==> src/rtl/autosa_csb_pkg.sv <==
// Shared types and constants for the autosa APB-to-CSB bridge.
package autosa_csb_pkg;

    // Bridge transaction state.
    typedef enum logic [2:0] {
        IDLE    = 3'd0,
        REQ     = 3'd1,
        WAIT_RD = 3'd2,
        WAIT_WR = 3'd3,
        DONE    = 3'd4
    } csb_state_e;

    // Default CSB geometry.
    localparam int CSB_AW_DEF = 16;
    localparam int DW_DEF     = 32;

    // APB byte address -> CSB word address shift.
    localparam int ADDR_SHIFT = 2;

endpackage

==> src/rtl/autosa_csb_timeout.sv <==
// Transaction watchdog for the APB-to-CSB bridge: counts cycles while a
// transaction is outstanding and flags expiry on the LIMIT-th cycle.
module autosa_csb_timeout #(
    parameter int LIMIT = 1024
) (
    input  logic clk,
    input  logic rst_n,
    input  logic clr,
    input  logic en,
    output logic expired
);

    localparam int CW = $clog2(LIMIT + 1);

    logic [CW-1:0] cnt_q;
    logic [CW-1:0] cnt_d;

    // Next count: clear has priority, otherwise count while enabled.
    always_comb begin
        cnt_d = cnt_q;
        if (clr) begin
            cnt_d = '0;
        end else if (en) begin
            cnt_d = cnt_q + 1'b1;
        end
    end

    // Count register.
    always_ff @(posedge clk or negedge rst_n) begin
        if (!rst_n) begin
            cnt_q <= '0;
        end else begin
            cnt_q <= cnt_d;
        end
    end

    // Count starts at 0 on the first busy cycle, so LIMIT-1 marks the last one.
    assign expired = en && (cnt_q == CW'(LIMIT - 1));

endmodule

==> src/rtl/autosa_apb2csb_np.sv <==
// APB-to-CSB bridge with optional non-posted writes, out-of-range address
// error reporting and (with AUTOSA_APB2CSB_TIMEOUT_EN defined) a watchdog
// that aborts transactions the core never finishes.
module autosa_apb2csb_np
    import autosa_csb_pkg::*;
#(
    parameter int APB_AW         = 32,
    parameter int CSB_AW         = CSB_AW_DEF,
    parameter int DW             = DW_DEF,
    parameter int NPOSTED_WR     = 1,
    parameter int TIMEOUT_CYCLES = 1024
) (
    input  logic              pclk,
    input  logic              prstn,
    input  logic              psel,
    input  logic              penable,
    input  logic              pwrite,
    input  logic [APB_AW-1:0] paddr,
    input  logic [DW-1:0]     pwdata,
    output logic [DW-1:0]     prdata,
    output logic              pready,
    output logic              pslverr,
    output logic              csb2autosa_valid,
    input  logic              csb2autosa_ready,
    output logic [CSB_AW-1:0] csb2autosa_addr,
    output logic [DW-1:0]     csb2autosa_wdat,
    output logic              csb2autosa_write,
    output logic              csb2autosa_nposted,
    input  logic              autosa2csb_valid,
    input  logic [DW-1:0]     autosa2csb_data,
    input  logic              autosa2csb_wr_complete,
    output logic              err_unexpected_resp
);

    localparam logic NP_EN = 1'(NPOSTED_WR != 0);

    csb_state_e        state_q, state_d;
    logic              write_q, write_d;
    logic [DW-1:0]     wdata_q, wdata_d;
    logic [CSB_AW-1:0] addr_q, addr_d;
    logic              err_q, err_d;
    logic [DW-1:0]     rdata_q, rdata_d;
    logic              unexp_q, unexp_d;
    logic              valid_q, valid_d;
    logic              pready_q, pready_d;
    logic              pslverr_q, pslverr_d;
    logic [DW-1:0]     prdata_q, prdata_d;

    logic              addr_hi_err;
    logic              rd_expected;
    logic              wc_expected;
    logic              to_expired;
    logic              unused_byte_lanes;

    // Byte-lane bits never reach the CSB word address.
    assign unused_byte_lanes = ^paddr[ADDR_SHIFT-1:0];

    // Any address bit above the CSB window marks the access out of range.
    if (APB_AW > CSB_AW + ADDR_SHIFT) begin : g_hi_chk
        assign addr_hi_err = |paddr[APB_AW-1:CSB_AW+ADDR_SHIFT];
    end else begin : g_no_hi
        assign addr_hi_err = 1'b0;
    end

`ifdef AUTOSA_APB2CSB_TIMEOUT_EN
    logic to_clr;
    logic to_en;

    // Holding the counter clear outside a transaction leaves it at 0 on REQ entry.
    assign to_clr = (state_q == IDLE) || (state_q == DONE);
    assign to_en  = (state_q == REQ) || (state_q == WAIT_RD) || (state_q == WAIT_WR);

    autosa_csb_timeout #(
        .LIMIT (TIMEOUT_CYCLES)
    ) u_timeout (
        .clk     (pclk),
        .rst_n   (prstn),
        .clr     (to_clr),
        .en      (to_en),
        .expired (to_expired)
    );
`else
    logic unused_timeout_cfg;

    assign unused_timeout_cfg = (TIMEOUT_CYCLES != 0);
    assign to_expired         = 1'b0;
`endif

    // Next-state, request latching, response capture and registered APB outputs.
    always_comb begin
        state_d     = state_q;
        write_d     = write_q;
        wdata_d     = wdata_q;
        addr_d      = addr_q;
        err_d       = err_q;
        rdata_d     = rdata_q;
        unexp_d     = unexp_q;
        rd_expected = 1'b0;
        wc_expected = 1'b0;

        case (state_q)
            IDLE: begin
                if (psel && penable) begin
                    write_d = pwrite;
                    wdata_d = pwdata;
                    addr_d  = paddr[CSB_AW+ADDR_SHIFT-1:ADDR_SHIFT];
                    err_d   = addr_hi_err;
                    state_d = addr_hi_err ? DONE : REQ;
                end
            end
            REQ: begin
                if (csb2autosa_ready) begin
                    if (!write_q) begin
                        rd_expected = 1'b1;
                        if (autosa2csb_valid) begin
                            rdata_d = autosa2csb_data;
                            state_d = DONE;
                        end else begin
                            state_d = WAIT_RD;
                        end
                    end else if (NP_EN) begin
                        wc_expected = 1'b1;
                        state_d     = autosa2csb_wr_complete ? DONE : WAIT_WR;
                    end else begin
                        state_d = DONE;
                    end
                end
            end
            WAIT_RD: begin
                rd_expected = 1'b1;
                if (autosa2csb_valid) begin
                    rdata_d = autosa2csb_data;
                    state_d = DONE;
                end
            end
            WAIT_WR: begin
                wc_expected = 1'b1;
                if (autosa2csb_wr_complete) begin
                    state_d = DONE;
                end
            end
            DONE: begin
                state_d = IDLE;
            end
            default: begin
                state_d = IDLE;
            end
        endcase

        // A completion arriving on the expiry cycle still wins over the abort.
        if (to_expired && (state_d != DONE)) begin
            state_d = DONE;
            err_d   = 1'b1;
        end

        if ((autosa2csb_valid && !rd_expected) ||
            (autosa2csb_wr_complete && !wc_expected)) begin
            unexp_d = 1'b1;
        end

        valid_d   = (state_d == REQ);
        pready_d  = (state_d == DONE);
        pslverr_d = (state_d == DONE) && err_d;
        prdata_d  = ((state_d == DONE) && !write_d && !err_d) ? rdata_d : '0;
    end

    // State and output registers; reset aborts any access without a response.
    always_ff @(posedge pclk or negedge prstn) begin
        if (!prstn) begin
            state_q   <= IDLE;
            write_q   <= 1'b0;
            wdata_q   <= '0;
            addr_q    <= '0;
            err_q     <= 1'b0;
            rdata_q   <= '0;
            unexp_q   <= 1'b0;
            valid_q   <= 1'b0;
            pready_q  <= 1'b0;
            pslverr_q <= 1'b0;
            prdata_q  <= '0;
        end else begin
            state_q   <= state_d;
            write_q   <= write_d;
            wdata_q   <= wdata_d;
            addr_q    <= addr_d;
            err_q     <= err_d;
            rdata_q   <= rdata_d;
            unexp_q   <= unexp_d;
            valid_q   <= valid_d;
            pready_q  <= pready_d;
            pslverr_q <= pslverr_d;
            prdata_q  <= prdata_d;
        end
    end

    assign csb2autosa_valid    = valid_q;
    assign csb2autosa_addr     = addr_q;
    assign csb2autosa_wdat     = wdata_q;
    assign csb2autosa_write    = write_q;
    assign csb2autosa_nposted  = write_q & NP_EN;
    assign pready              = pready_q;
    assign pslverr             = pslverr_q;
    assign prdata              = prdata_q;
    assign err_unexpected_resp = unexp_q;

endmodule

==> config.mk <==
export PLATFORM = sky130hd
export DESIGN_NAME = autosa_apb2csb_np
export DESIGN_NICKNAME = d
export VERILOG_FILES = /design/src/rtl/autosa_csb_pkg.sv /design/src/rtl/autosa_csb_timeout.sv /design/src/rtl/autosa_apb2csb_np.sv
export SDC_FILE = /design/constraint.sdc
export NUM_CORES = 1
export LEC_CHECK = 0
export CAP_MARGIN = 20
export CORE_UTILIZATION = 43
export DETAILED_ROUTE_END_ITERATION = 7
export PLACE_DENSITY = 0.81
export SLEW_MARGIN = 30
export SYNTH_ARGS = -nofsm -noshare
export SYNTH_HDL_FRONTEND = slang
export SYNTH_SLANG_ARGS = --single-unit
==> constraint.sdc <==
create_clock -name pclk -period 2.2 [get_ports pclk]
set_clock_uncertainty 0.15 [all_clocks]
set_input_delay 0.44 -clock pclk [delete_from_list [all_inputs] [get_ports pclk]]
set_output_delay 0.44 -clock pclk [all_outputs]
set_load 0.02 [all_outputs]
# Word-level counts from Yosys, hierarchy flattened
# Index checks and enable logic that the tools add are counted.
# W data, S select, Z words.
# totals
register_bits	121
input_bits	104
output_inout_bits	86
word_cells	54
# classes
eq_ne	5
n_mux	24
reduce_logical	14
# ops
operator	count
$mux W32	4
$pmux W32 S2	1
$mux W3	8
$reduce_or A14 Y1	1
$pmux W3 S4	1
$mux W1	8
$eq A3 B1 Y1 const B	2
$eq A3 B2 Y1 const B	2
$logic_and A1 B1 Y1	6
$logic_not A1 Y1	4
$pmux W1 S2	2
$eq A3 B3 Y1 const B	1
$logic_not A3 Y1	1
$reduce_and A2 Y1	1
$logic_or A1 B1 Y1	1

# Longest topological paths before layout
# logic_depth
depth_word	8
depth_mapped	6
depth_no_buf	4

# Worst setup path before layout
# No wires, ideal clock.
# synth_path
kind	reg-to-reg
from	register write_q, in the netlist csb2autosa_nposted
to	register prdata_q[0], in the netlist prdata[0]
setup_time_ns	0.127
arrival_time_ns	1.640
required_time_ns	1.923
slack_ns	0.283
path_stages_with_launch	7
path_buffers	2
period_less_slack_ns	1.917
path_cell_list	dfrtp_1 and4bb_1 o21ai_4 buf_6 buf_6 mux2i_1 nor3_2
# synth_between
elab_chain_len	7
word_cells_on_any_way	13
classes_between	1 x eq/ne; 9 x mux; 3 x reduce/logical
# synth_rtl
element	line_no	rtl
start: declaration	autosa_apb2csb_np.sv:38	logic write_q, write_d;
start signal: assignment	autosa_apb2csb_np.sv:183	write_q <= write_d;
$mux W3	autosa_apb2csb_np.sv:113	if (!write_q) begin
$mux W3	autosa_apb2csb_np.sv:112	if (csb2autosa_ready) begin
$pmux W3 S4	autosa_apb2csb_np.sv:101	case (state_q)
$eq A3 B3 Y1	autosa_apb2csb_np.sv:164	prdata_d = ((state_d == DONE) && !write_d && !err_d) ? rdata_d : '0;
$logic_and A1 B1 Y1 (2 in series)	autosa_apb2csb_np.sv:164	
$mux W32 (*)	autosa_apb2csb_np.sv:164	
net prdata_d[0]	autosa_apb2csb_np.sv:47	logic [DW-1:0] prdata_q, prdata_d;
end signal: assignment	autosa_apb2csb_np.sv:192	prdata_q <= prdata_d;
end: declaration	autosa_apb2csb_np.sv:47	
# The timed path passes the listed nets; every way through them passes the cells marked *.
# A chain may end at the register's enable or synchronous reset.

# Final worst setup path
# layout_path
from	register addr_q[5], in the netlist csb2autosa_addr[5]
to	output port csb2autosa_addr[5]
# layout_rtl
element	line_no	rtl
start: declaration	autosa_apb2csb_np.sv:40	logic [CSB_AW-1:0] addr_q, addr_d;
start signal: assignment	autosa_apb2csb_np.sv:185	addr_q <= addr_d;
end: declaration	autosa_apb2csb_np.sv:25	output logic [CSB_AW-1:0] csb2autosa_addr,
# No word-level cell between the ends.

==> results.md <==
- Final-report hold violation count: 0
- Ranking of synthesized cells by instance count: dfrtp_1, mux2_2, inv_1
- EDFF count, synth: 0
- Leakage: 3.46 nW
- RSZ-0062 raised after global routing: no
- # IOs: 190
- CP Launch Type: register
- Worst-margin pin slew: 0.542 ns
- Clk sinks: 121
- Overflow after GRT: 0
- Die width: 107 um
- CP max-delay cell: clkdlybuf4s50_1
- Switching share of power: 25.0%
- Die H: 107 um
- Fill cell count: 744
- CP endpoint kind: primary output
- Slowest stage delay, CP: 0.64 ns
- WL per Instance: 16.3 um
- Clock Latency Late Sink: 0.49 ns
- Drt via density: 4.82
- Number of distinct library cells after synthesis: 28
- Critical Path AT: 1.47 ns
- Final setup viols: 0
- Critical Path RT: 1.61 ns
- Final wirelength: 11.0 mm
- Tcrit/Tclk final: 93.8%
- Largest cells by area after synthesis: dfrtp_1, mux2_2, nor3_2, mux2i_1, inv_1
- FFs w/ async S/R, synth: 100%
- ANT cells: 0
- CTS Buffer Depth: 2
- Max-slew headroom: 63.9%
- Core box area: 10500 um2
- Register area share after synthesis: 64.4%
- Drt first pass iters: 5
- CP bufs+invs: 1
- Placed cell count: 639
- Fin Setup TNS: 0 ns
- Iter 0 DRT Violations: 101
- Max cap viols: 0
- VDD IR max: 0.548 mV
- Finished Layout Cells: 671
- Number of buffers created by CTS: 17
- Area grow syn2layout: 58.6%
- CTS H-tree depth: 4
- #FFs+latches synth: 121
- Internal Power: 0.00474 W
- CP top delay family: buffers and inverters
- Post-route ant nets: 0
- Cell breakdown of the critical path: clkdlybuf4s50_1
- Port bufs: 187
- Main synth FF type: dfrtp_1
- Post-Syn Instances: 310
- # DRC: 0
- Routability congestion estimate: 0.785
- Post-Syn Nets: 414
- Starting Density: 45.0%
- Die ar.: 11400 um2
- Row cnt: 37
- Initial antenna violation count: 0
- DP HPWL: 8.00 mm
- Maximum fanout along the worst path: 2
- Synth Warn #: 0
- Gate power share: 18.8%
- Layout cells sized above 1: 26.2%
- Status: finished, final reports clean
- Number of global-route vias before repair: 3447
- NetSw: 0.00158 W
- Max-slew violations: 0
- Crit path kind: register to primary output
- Top cell type's share of synthesized area: 64.4%
- Via count: 3231
- First-pass GRT wire length: 17.3 mm
- Sequential Area: 3030 um2
- Multi-input logic area: 1450 um2
- Synthesized area: 4700 um2
- Largest net degree at the start of global routing: 42
- Hold/Removal Path Class: input pin to async pin
- Avg Synthesized Cell Area: 15.2 um2
- Clock transition at path regs: 0.06 ns
- Hold Slack: 0.336 ns
- Pwr per Cell Area: 847 nW/um2
- Fin crit period: 2.06 ns
- Count leader, synth: dfrtp_1
- CTS tree: done
- Total track usage: 20.1%
- FMAX: 484 MHz
- Cell taking the most area after synthesis: dfrtp_1
- Layout net count: 627
- Reg power frac: 41.0%
- Clk pwr share: 40.2%
- Root buffer cell: clkbuf_8
-- cells by family after synthesis --
kind of cell | after synthesis | synth area share (%)
muxes | 81 | 18.8
AOI/OAI and AO/OA | 10 | 2.13
and+or+nand+nor | 53 | 9.76
buffers and inverters | 45 | 4.97
DFF | 121 | 64.4
-- per-layer routing --
metal / track usage (%) / part of all wire (%)
met2: 35.7 / 53
met3: 6.38 / 6.5
met5: 0 / 0
met4: 7.73 / 1.7
met1: 22.3 / 39
-- worst paths after layout --
kind | startpoint | end | slack, ns | cells after the start
worst max-delay path | csb2autosa_addr[5] | csb2autosa_addr[5] | 0.14 | 1
worst min-delay path | prstn | csb2autosa_wdat[21] | 0.34 | 2
worst max register to register | state_q[1] | prdata[20] | 0.17 | 4
worst min register to register | csb2autosa_wdat[25] | csb2autosa_wdat[25] | 0.34 | 1
max in group asynchronous | prstn | rdata_q[15] | 0.95 | 3
min in group pclk | csb2autosa_wdat[25] | csb2autosa_wdat[25] | 0.34 | 1
-- metrics by stage --
| step | instance area (um2) | util, % | worst slack, ns | power, W |
|---|---|---|---|---|
| 2_1_floorplan | 4700 | - | 0.283 | 0.00315 |
| 3_3_place_gp | 6900 | 66.0 | -0.210 | 0.00379 |
| 3_5_place_dp | 6900 | 66.0 | -0.264 | 0.00384 |
| 4_1_cts | 7460 | 71.3 | 0.105 | 0.00640 |
| 5_1_grt | 7460 | 71.3 | 0.0805 | 0.00658 |
| 6_report | 7460 | 71.3 | 0.135 | 0.00632 |
-- cell type report --
class	instances	share of cell area [%]
Sequential cell	121	40.6
Inverter	29	1.46
Clock buffer	19	5.65
Tap cell	136	2.28
Clock inverter	12	1.71
Multi-Input combinational cell	144	19.4
Timing Repair Buffer	210	28.9
-- power groups by stage --
stage	registers (W)	clock network [W]	logic, W
2_1_floorplan	0.00284	0	0.000315
3_3_place_gp	0.00261	0	0.00118
3_5_place_dp	0.00263	0	0.00121
4_1_cts	0.00260	0.00260	0.00121
5_1_grt	0.00262	0.00270	0.00126
6_report	0.00259	0.00254	0.00119
-- cell usage in the layout, fill, tap and decap left out, types with 2 or more instances in the layout --
cell type | netlist | routed
bufinv_16 | 0 | 2
buf_12 | 0 | 9
mux2_1 | 5 | 5
nand2_1 | 2 | 2
buf_4 | 3 | 14
mux2_2 | 52 | 52
nor2b_1 | 3 | 3
nor3b_2 | 6 | 6
dfrtp_1 | 121 | 121
dlygate4sd2_1 | 0 | 2
nor3b_1 | 2 | 2
inv_1 | 29 | 29
nor4_1 | 4 | 3
nor3_2 | 25 | 25
o32ai_1 | 2 | 2
nor2_1 | 6 | 6
clkbuf_1 | 0 | 2
mux2i_1 | 24 | 24
a21oi_1 | 2 | 2
clkbuf_16 | 0 | 16
clkinv_2 | 0 | 4
clkdlybuf4s50_1 | 0 | 184
clkinvlp_4 | 0 | 4
-- registers in the layout, summed over array words and instances (netlist names), 3 cells and up --
register / flops
prdata: 32
csb2autosa_addr: 16
csb2autosa_wdat: 32
rdata_q: 32
state_q: 3
-- repair_timing --
item / in CTS / in global routing
setup buffers: 0 / 0
setup endpoints to repair: 2 / 0
gates resized for setup: 2 / 0
endpoints found under the hold margin: 39 / 0
hold buffers: 1 / 0
No activity file was read; power rests on OpenSTA's default activity.
